File: src/rtl/pipe_stage_skid.sv
// Pipeline stage register with a one-entry skid buffer and flush-to-NOP; one cycle of latency.
// Sustains 1 beat/cycle; in_ready is a flop that drops only when main and skid are both full.
module pipe_stage_skid #(
  parameter int unsigned          DATA_W    = 64,
  parameter logic [DATA_W-1:0]    FLUSH_VAL = '0,
  parameter int unsigned          CNT_W     = 16
) (
  input  logic              clk,
  input  logic              reset,
  input  logic              flush,
  input  logic              stall,
  input  logic              in_valid,
  output logic              in_ready,
  input  logic [DATA_W-1:0] in_data,
  output logic              out_valid,
  input  logic              out_ready,
  output logic [DATA_W-1:0] out_data,
  output logic [CNT_W-1:0]  bubble_cnt
);

  typedef enum logic [1:0] {
    EMPTY = 2'd0,
    ONE   = 2'd1,
    TWO   = 2'd2
  } state_t;

  state_t              state;
  logic [DATA_W-1:0]   main_q;
  logic [DATA_W-1:0]   skid_q;
  logic                in_ready_q;
  logic [CNT_W-1:0]    bubble_q;

  logic push;
  logic pop;
  logic bubble_inc;

  assign push       = in_valid & in_ready_q;
  assign pop        = out_valid & out_ready & ~stall;
  assign bubble_inc = out_ready & ~stall & ~out_valid & ~flush;

  assign in_ready   = in_ready_q;
  assign out_valid  = (state != EMPTY);
  assign out_data   = main_q;
  assign bubble_cnt = bubble_q;

  always_ff @(posedge clk) begin
    if (reset) begin
      state      <= EMPTY;
      main_q     <= FLUSH_VAL;
      skid_q     <= FLUSH_VAL;
      in_ready_q <= 1'b1;
      bubble_q   <= '0;
    end else begin
      if (bubble_inc && (bubble_q != {CNT_W{1'b1}})) begin
        bubble_q <= bubble_q + 1'b1;
      end

      // Flush discards any push this cycle; a concurrent pop was already taken downstream.
      if (flush) begin
        state      <= EMPTY;
        main_q     <= FLUSH_VAL;
        skid_q     <= FLUSH_VAL;
        in_ready_q <= 1'b1;
      end else begin
        case (state)
          EMPTY: begin
            if (push) begin
              state  <= ONE;
              main_q <= in_data;
            end
            in_ready_q <= 1'b1;
          end
          ONE: begin
            if (push && pop) begin
              main_q     <= in_data;
              in_ready_q <= 1'b1;
            end else if (push) begin
              state      <= TWO;
              skid_q     <= in_data;
              in_ready_q <= 1'b0;
            end else if (pop) begin
              state      <= EMPTY;
              main_q     <= FLUSH_VAL;
              in_ready_q <= 1'b1;
            end else begin
              in_ready_q <= 1'b1;
            end
          end
          TWO: begin
            if (pop) begin
              state      <= ONE;
              main_q     <= skid_q;
              skid_q     <= FLUSH_VAL;
              in_ready_q <= 1'b1;
            end else begin
              in_ready_q <= 1'b0;
            end
          end
          default: begin
            state      <= EMPTY;
            main_q     <= FLUSH_VAL;
            skid_q     <= FLUSH_VAL;
            in_ready_q <= 1'b1;
          end
        endcase
      end
    end
  end

endmodule

File: config.mk
export PLATFORM = sky130hd
export DESIGN_NAME = pipe_stage_skid
export DESIGN_NICKNAME = d
export VERILOG_FILES = /design/src/rtl/pipe_stage_skid.sv
export SDC_FILE = /design/constraint.sdc
export NUM_CORES = 1
export LEC_CHECK = 0
export ABC_AREA = 1
export ABC_CLOCK_PERIOD_IN_PS = 1700
export BUFFER_PORTS_ARGS = -buffer_cell sky130_fd_sc_hd__clkbuf_2
export CELL_PAD_IN_SITES_DETAIL_PLACEMENT = 0
export CELL_PAD_IN_SITES_GLOBAL_PLACEMENT = 1
export CORE_MARGIN = 1.5
export CORE_UTILIZATION = 25
export CTS_CLUSTER_DIAMETER = 120
export DETAILED_ROUTE_END_ITERATION = 8
export HOLD_SLACK_MARGIN = 0.06
export PLACE_DENSITY_LB_ADDON = 0.1
export SYNTH_ARGS = -nofsm -noshare
export SYNTH_HDL_FRONTEND = slang
export SYNTH_SLANG_ARGS = --single-unit
File: constraint.sdc
create_clock -name clk -period 1.7 [get_ports clk]
set_input_delay 0.34 -clock clk [delete_from_list [all_inputs] [get_ports clk]]
set_output_delay 0.34 -clock clk [all_outputs]
set_load 0.03 [all_outputs]
==> flow_summary_export.csv, run 1 <==
group,metric,value,unit
run_status,outcome,"completed",
critical_path,cp_data_required_time,1.99,ns
worst_hold_path,hp-class,"in2reg",
synthesis,ys_ff_latch,147,
layout,post-route-util,35.4,%
power,pwr-share-clk,37.2,%
floorplan,start_util,25.6,%
place,dp_slack,-0.0626,ns
global_route,antenna_found_initial,0,
clocking,cts_tree,"done",
place,place.gp.congestion,0.751,
floorplan,pin_count,152,
critical_path,crit_fanout,9,
synthesis,synth_ff_type,"dfxtp_1",
routing,drt-total-wl,23.0,mm
critical_path,crit_family,"buffers and inverters",
global_route,grt-ovfl-total,0,
timing,fin_crit_sh,98.7,%
clocking,cts_buffers,17,
timing,setup_tns,0,ns
layout,finalNonFillerCells,1554,
critical_path,cpMaxStageDelayCell,"dfxtp_2",
critical_path,worstReg2RegEnd,"skid_q[55]",
global_route,grt_pass1_wl,34.6,mm
place,dp_hpwl,13.9,mm
routing,dr_total_vias,6862,
timing,max_freq,596,MHz
power,p_leak,4.14,nW
critical_path,cp_slowest_stage_delay,0.33,ns
clocking,cts_num_sinks,147,
floorplan,dieArea,27900,um2
place,dp_cells,1506,
power,p_per_area,1110,nW/um2
synthesis,yosysMostFrequentCell,"nand2_1",
layout,final_layout_size_suffix_gt1_share,25.5,%
timing,tightest_slew,0.498,ns
clocking,cts_max_path_buffers,2,
routing,drtPass1Iterations,4,
worst_hold_path,worstHoldEndpoint,"skid_q[7]",
synthesis,syn-cell-area,6720,um2
timing,setup_viol,0,
clocking,htree_num_levels,4,
synthesis,synthesis.nets,1101,
clocking,cts_hold_buf,0,
floorplan,rows,59,
synthesis,yosys_warnings,0,
place,io_buffers,151,
worst_hold_path,holdCritStartpoint,"in_data[7]",
synthesis,yosysSeqAreaShare,43.8,%
global_route,grt_max_degree,51,
synthesis,synth-edff-count,0,
routing,drc,0,
timing,setup_ws,0.0227,ns
timing,hold_viol_final,0,
critical_path,reg2reg_depth,10,
critical_path,r2r-start,"state[1]",
power,netSwitchingPower,3.34,mW
synthesis,synth_cells,1026,
synthesis,ys_async_sr_fraction,0,%
layout,flow.area_growth_from_synthesis,38.1,%
critical_path,crit_path_end_kind,"flop",
global_route,grt_pass1_vias,6427,
clocking,clockRootBuffer,"clkbuf_16",
routing,routed_via_density,4.42,
run,cap_violations,0,
worst_hold_path,holdPathStages,3,
critical_path,arrival,1.97,ns
synthesis,netlist.area_leader.share,43.8,%
clocking,clock_latency,0.42,ns
timing,grt_setup_unrepaired,"yes",
global_route,grt_usage,15.6,%
routing,wl_per_cell,14.8,um
critical_path,crit_path_cell_trace,"inv_4 > ha_4 > inv_2 > nor2_4 > nand2_2 > nand3_4 > clkinv_8 > clkbuf_16 > o21ai_0 > nor2_1",
timing,finalMaxSlewViolations,0,
power,p_sw_share,32.4,%
floorplan,coreArea,26200,um2
timing,final.min_clock_period,1.68,ns
synthesis,yosysTopAreaCell,"dfxtp_1",
power,p_int,6.95,mW
power,ir_worst_vdd,0.000527,V
power,seqPwrFrac,36.4,%
critical_path,worstSetupPathType,"reg2reg",
power,combPwrFrac,26.4,%
routing,drt_iter0_markers,358,
critical_path,cp-start-kind,"flop",
critical_path,cp_num_cells,10,
timing,skew,0.0107,ns
layout,nNetsFinal,1281,
floorplan,die_w,167,um
floorplan,fp.dieH,167,um
synthesis,synth_area_per_cell,6.55,um2
critical_path,rrSetupSlack,0.02,ns
critical_path,crit_buf_inv,4,
clocking,cts.reportedPaths.clkPinSlew,0.06,ns
synthesis,synthTopCellsByCount,"nand2_1, dfxtp_1, nor2_1",
layout,insertedDiodeCount,0,
synthesis,ys_top_cells_by_area,"dfxtp_1, nand2_1, a21oi_1",
synthesis,ys_types,25,
timing,slew_headroom,66.8,%
timing,hold_ws,0.187,ns
routing,postRouteAntennaNets,0,
-- cells by family after synthesis --
kind of cell / Yosys count / share of synthesized area, %
AO/OA/AOI/OAI: 137 / 10.4
XOR/XNOR: 6 / 0.782
adder cells (fa/ha/maj): 5 / 0.931
buffers and inverters: 83 / 6.66
flip-flops: 147 / 43.8
AND/OR/NAND/NOR: 648 / 37.4
-- worst min-delay path, stage by stage --
cell and delay (ns):
clkbuf_2 0.09, a21oi_1 0.06, nor2_1 0.08
-- stage by stage --
step           total power, mW  instance area (um2)
2_1_floorplan             5.25                 6720
3_3_place_gp              6.01                 8140
3_5_place_dp              6.00                 8140
4_1_cts                   9.94                 8760
5_1_grt                   10.9                 9280
6_report                  10.3                 9280
-- how the worst max path moves through the flow --
stage              from           end  slack (ns)
3_3_place_gp   state[0]  out_data[54]       -0.05
5_1_grt        state[1]    skid_q[55]       -0.05
3_5_place_dp   state[0]    skid_q[59]       -0.06
6_report       state[1]    skid_q[55]        0.02
2_1_floorplan  state[0]    skid_q[54]        0.03
4_1_cts        state[1]     out_valid       0.008
-- power groups by stage --
stage                     logic, mW  clock network [mW]  registers [mW]
after floorplan                1.26                   0            3.98
after global placement         2.20                   0            3.82
after detailed placement       2.19                   0            3.82
after CTS                      2.22                3.98            3.74
after global routing           3.00                4.12            3.77
final                          2.71                3.83            3.75
-- flip-flops by register name, summed over array words and instances (netlist names) --
register,count
in_ready,1
out_data,64
skid_q,64
state,2
bubble_cnt,16
-- routing by layer --
| metal | part of all wire, % | vias up | track usage (%) |
|---|---|---|---|
| met3 | 3.4 | 9 | 2.76 |
| met2 | 46 | 115 | 25.6 |
| met5 | 0 | - | 0 |
| met1 | 49 | 3175 | 20.9 |
| met4 | 0.82 | 0 | 4.27 |
| li1 | - | 3563 | - |
-- cells in the final DEF, fill, tap and decap left out, types with 6 or more instances in the layout --
master and count:
a21oi_1 77, o21ai_1 11, buf_12 17, dfxtp_1 143, nand3_1 11, inv_1 13
nand2_1 490, nor2_1 117, buf_6 8, a21oi_2 20, buf_4 35, clkbuf_2 150
clkbuf_16 28, o21ai_0 27, nand2_2 10, nor2_4 6
-- what timing repair did --
item	in CTS	in global routing
endpoints found under the hold margin	0	0
pin swaps	1	5
gates cloned	0	14
setup buffers	1	1
gates resized for setup	10	66
endpoints found under the setup margin	78	123
-- area by class of cell --
type	instances	area (um2)
Clock buffer	21	450
Inverter	22	103
Sequential cell	147	2950
Clock inverter	11	125
Multi-Input combinational cell	796	3500
Fill cell	2894	16900
Tap cell	335	419
Timing Repair Buffer	222	1730
Note: power is estimated with default switching activity, not from simulation.
==> run 2, diff against run 1 <==
--- a/config.mk
+++ b/config.mk
@@ -8,8 +8,8 @@
 export ABC_AREA = 1
 export ABC_CLOCK_PERIOD_IN_PS = 1700
 export BUFFER_PORTS_ARGS = -buffer_cell sky130_fd_sc_hd__clkbuf_2
-export CELL_PAD_IN_SITES_DETAIL_PLACEMENT = 0
-export CELL_PAD_IN_SITES_GLOBAL_PLACEMENT = 1
+export CELL_PAD_IN_SITES_DETAIL_PLACEMENT = 2
+export CELL_PAD_IN_SITES_GLOBAL_PLACEMENT = 2
 export CORE_MARGIN = 1.5
 export CORE_UTILIZATION = 25
 export CTS_CLUSTER_DIAMETER = 120
==> flow_summary_export.csv, run 2 (synthesis gave the netlist of run 1 again) <==
group,metric,value,unit
run_status,outcome,"finished with violations",
run_status,violations,"negative setup slack",
power,p_leak,4.30,nW
global_route,grt-ovfl-total,0,
timing,hold_ws,0.175,ns
critical_path,crit_family,"buffers and inverters",
worst_hold_path,holdCritStartpoint,"in_data[9]",
place,io_buffers,151,
clocking,cts.reportedPaths.clkPinSlew,0.07,ns
layout,final_cell_mix,"nand2_1, clkbuf_2, dfxtp_1",
timing,finalMaxSlewViolations,0,
layout,post-route-util,36.6,%
global_route,grt_pass1_vias,7673,
critical_path,critPathLaunch,"state[0]",
power,ir_worst_vdd,0.000446,V
timing,max_freq,555,MHz
layout,nNetsFinal,1302,
critical_path,cpMaxStageDelayCell,"dfxtp_4",
routing,drt-total-wl,26.9,mm
floorplan,fp.dieH,167,um
worst_hold_path,hp-class,"in2reg",
routing,drc,0,
power,p_per_area,1130,nW/um2
critical_path,cp-start-kind,"flop",
timing,hold_viol_final,0,
clocking,cts_num_sinks,147,
clocking,cts_buffers,17,
routing,routed_via_density,4.58,
layout,seqCellArea,2950,um2
layout,multi_input_area,3600,um2
floorplan,start_util,25.6,%
floorplan,pin_count,152,
routing,drt_iter0_markers,176,
layout,layout_commonest_cell,"nand2_1",
layout,fillCellCount,3137,
timing,tightest_slew,0.451,ns
power,power,10.8,mW
routing,drtPass1Iterations,4,
routing,postRouteAntennaNets,0,
critical_path,crit_fanout,6,
timing,fin_crit_sh,106,%
clocking,cts_hold_buf,0,
timing,setup_ws,-0.101,ns
global_route,antenna_found_initial,0,
timing,grt_setup_unrepaired,"yes",
timing,slew_headroom,69.9,%
critical_path,crit_path_end_kind,"flop",
timing,final.min_clock_period,1.80,ns
critical_path,r2r-start,"state[0]",
run,cap_violations,0,
layout,insertedDiodeCount,0,
timing,setup_viol,79,
clocking,clockRootBuffer,"clkbuf_16",
global_route,grt_usage,18.7,%
routing,wl_per_cell,17.1,um
critical_path,cp_data_required_time,2.05,ns
global_route,grt_pass1_wl,41.2,mm
global_route,grt_max_degree,82,
routing,dr_total_vias,7207,
clocking,cts_tree,"done",
floorplan,die_w,167,um
critical_path,cp_slowest_stage_delay,0.35,ns
place,dp_hpwl,16.2,mm
critical_path,crit_path_cell_trace,"buf_6 > ha_4 > nor2_4 > nand2_2 > nand2_2 > inv_4 > nor2_4 > buf_6 > buf_12 > clkbuf_16 > nand2_1 > a21oi_1",
place,place.gp.congestion,0.708,
timing,setup_tns,-3.94,ns
floorplan,coreArea,26200,um2
critical_path,crit_buf_inv,5,
floorplan,dieArea,27900,um2
clocking,cts_max_path_buffers,2,
clocking,htree_num_levels,4,
timing,skew,0.0148,ns
layout,flow.area_growth_from_synthesis,42.6,%
critical_path,arrival,2.15,ns
clocking,clock_latency,0.43,ns
floorplan,rows,59,
critical_path,worstSetupPathType,"reg2reg",
layout,final_layout_size_suffix_gt1_share,28.8,%
## run 2: timing repair
item / CTS / global route
pin swaps: 7 / 18
hold endpoints to repair: 0 / 0
buffers inserted: 10 / 5
endpoints found under the setup margin: 131 / 134
gates cloned: 7 / 9
resized for setup: 37 / 101
## run 2: worst min-delay path, cell delays in order
cell and delay (ns):
clkbuf_2 0.09, a21oi_1 0.06, nor2_1 0.08
## run 2: area by class of cell
class | count | area share [%]
inverter | 22 | 1.10
timing repair inverter | 1 | 0.0914
clock buffer | 19 | 4.52
sequential | 147 | 30.8
timing repair buffer | 242 | 19.8
tap | 335 | 4.37
multi-input combinational | 796 | 37.6
clock inverter | 13 | 1.83
## run 2: final timing paths
check	depth (start not counted)	to	slack (ns)
worst min-delay path	3	skid_q[9]	0.17
worst min register to register	2	out_data[35]	0.46
worst max register to register	12	out_data[52]	-0.10
worst max-delay path	12	out_data[52]	-0.10
## run 2: per-layer routing
layer | up-vias | part of all wire (%) | track usage (%)
met5 | - | 0 | 0
met1 | 3480 | 46 | 23.0
met2 | 105 | 50 | 34.1
li1 | 3605 | - | -
met4 | 0 | 1.2 | 4.82
met3 | 17 | 2.7 | 2.85
## run 2: stage by stage
step / setup slack (ns) / area (um2) / cells
after detailed placement: -0.147 / 8120 / 1512
after global routing: -0.160 / 9580 / 1575
after global placement: -0.0779 / 8120 / 1512
after CTS: -0.0462 / 9130 / 1561
after floorplan: 0.0265 / 6720 / 1026
final: -0.101 / 9580 / 1575
## run 2: power by group
| part | switching (mW) | leakage, nW | internal [mW] |
|---|---|---|---|
| Combinational | 1.81 | 2.82 | 1.23 |
| Sequential | 0.110 | 1.19 | 3.64 |
| Clock | 1.66 | 0.283 | 2.34 |
| Total | 3.58 | 4.30 | 7.21 |
==> run 3, diff against run 2 <==
--- a/config.mk
+++ b/config.mk
@@ -16,6 +16,7 @@
 export DETAILED_ROUTE_END_ITERATION = 8
 export HOLD_SLACK_MARGIN = 0.06
 export PLACE_DENSITY_LB_ADDON = 0.1
+export RECOVER_POWER = 50
 export SYNTH_ARGS = -nofsm -noshare
 export SYNTH_HDL_FRONTEND = slang
 export SYNTH_SLANG_ARGS = --single-unit
==> flow_summary_export.csv, run 3 (synthesis gave the netlist of run 1 again) <==
group,metric,value,unit
critical_path,cp-start-kind,"flop",
routing,drc,0,
place,place.gp.congestion,0.708,
layout,seqCellArea,2950,um2
place,io_buffers,151,
clocking,cts.reportedPaths.clkPinSlew,0.07,ns
global_route,antenna_found_initial,0,
critical_path,crit_path_end_kind,"flop",
timing,final.min_clock_period,1.80,ns
floorplan,fp.dieH,167,um
layout,final_layout_size_suffix_gt1_share,24.9,%
critical_path,crit_buf_inv,5,
timing,tightest_slew,0.459,ns
layout,layout_commonest_cell,"nand2_1",
global_route,grt-ovfl-total,0,
global_route,grt_usage,18.7,%
floorplan,rows,59,
routing,drt-total-wl,27.0,mm
critical_path,rrSetupSlack,-0.10,ns
place,dp_hpwl,16.2,mm
floorplan,dieArea,27900,um2
clocking,cts_tree,"done",
layout,final_cell_mix,"nand2_1, dfxtp_1, nor2_1",
run_status,violations,"negative setup slack",
timing,setup_tns,-3.94,ns
timing,hold_ws,0.175,ns
critical_path,crit_path_cell_trace,"buf_6 > ha_4 > nor2_4 > nand2_2 > nand2_2 > inv_4 > nor2_4 > buf_6 > buf_12 > clkbuf_16 > nand2_1 > a21oi_1",
power,ir_worst_vdd,0.000446,V
power,p_leak,4.14,nW
floorplan,die_w,167,um
floorplan,coreArea,26200,um2
critical_path,cp_data_required_time,2.05,ns
routing,drtPass1Iterations,4,
layout,nNetsFinal,1302,
critical_path,cp_slowest_stage_delay,0.35,ns
power,p_per_area,1130,nW/um2
routing,drt_iter0_markers,176,
clocking,cts_buffers,17,
floorplan,pin_count,152,
timing,max_freq,555,MHz
clocking,clockRootBuffer,"clkbuf_16",
global_route,grt_pass1_wl,41.2,mm
timing,finalMaxSlewViolations,0,
clocking,clock_latency,0.43,ns
critical_path,cpMaxStageDelayCell,"dfxtp_4",
run_status,outcome,"finished with violations",
clocking,htree_num_levels,4,
critical_path,arrival,2.15,ns
critical_path,crit_family,"buffers and inverters",
timing,fin_crit_sh,106,%
timing,skew,0.0152,ns
routing,dr_total_vias,7205,
timing,slew_headroom,69.5,%
worst_hold_path,hp-class,"in2reg",
floorplan,start_util,25.6,%
routing,routed_via_density,4.57,
timing,setup_viol,79,
layout,multi_input_area,3600,um2
routing,postRouteAntennaNets,0,
timing,setup_ws,-0.101,ns
critical_path,crit_fanout,6,
layout,flow.area_growth_from_synthesis,41.7,%
timing,grt_setup_unrepaired,"yes",
timing,hold_viol_final,0,
routing,wl_per_cell,17.1,um
run,cap_violations,0,
clocking,cts_num_sinks,147,
layout,fillCellCount,3156,
critical_path,worstSetupPathType,"reg2reg",
global_route,grt_pass1_vias,7673,
clocking,cts_max_path_buffers,2,
global_route,grt_max_degree,82,
run 3: changes by cell type in the layout (fill, tap and decap cells not counted), sizes merged:
cell,change
diode,+1
run 3: through the flow:
step                utilization, %  worst slack (ns)  instances  power [mW]  area, um2
finish                        36.4            -0.101       1576        10.8       9530
global route                  36.3            -0.160       1575        11.4       9520
CTS                           34.8           -0.0462       1561        10.5       9130
detailed placement            31.0            -0.147       1512        6.03       8120
global placement              31.0           -0.0779       1512        5.98       8120
floorplan                        -            0.0265       1026        5.25       6720
run 3: worst paths after layout:
| check | depth (start not counted) | start | to |
|---|---|---|---|
| worst min register to register | 2 | out_data[26] | out_data[26] |
| worst min-delay path | 3 | in_data[9] | skid_q[9] |
| worst max-delay path | 12 | state[0] | out_data[52] |
| worst max register to register | 12 | state[0] | out_data[52] |
run 3: final cells by class:
| class | instances | area share (%) |
|---|---|---|
| Antenna cell | 1 | 0.0263 |
| Clock buffer | 19 | 4.54 |
| Clock inverter | 13 | 1.84 |
| Inverter | 22 | 1.10 |
| Multi-Input combinational cell | 796 | 37.8 |
| Sequential cell | 147 | 31.0 |
| Tap cell | 335 | 4.40 |
| Timing Repair Buffer | 242 | 19.2 |
| Timing Repair inverter | 1 | 0.0919 |
run 3: tightest hold or removal path, cell delays in order:
cell	delay, ns
clkbuf_2	0.09
a21oi_1	0.06
nor2_1	0.08
run 3: what timing repair did:
action / 4_1_cts / 5_1_grt
endpoints found under the hold margin: 0 / 0
gates resized for setup: 37 / 101
cloned: 7 / 9
buffers inserted: 10 / 5
hold buffers: 0 / 0
pin swaps: 7 / 18
endpoints found under the setup margin: 131 / 134
run 3: per-layer routing:
metal,routed length [um],vias up,global-route usage (%)
li1,-,3606,-
met5,0,-,0
met4,312,0,4.82
met2,13400,109,34.1
met1,12500,3473,23.0
met3,760,17,2.85
run 3: report_power, final:
| part | switching (mW) | total, mW | internal [mW] | leakage [nW] |
|---|---|---|---|---|
| clock network | 1.66 | 4.00 | 2.34 | 0.283 |
| registers | 0.110 | 3.75 | 3.64 | 1.19 |
| logic | 1.81 | 3.03 | 1.22 | 2.66 |
| total | 3.58 | 10.8 | 7.20 | 4.14 |
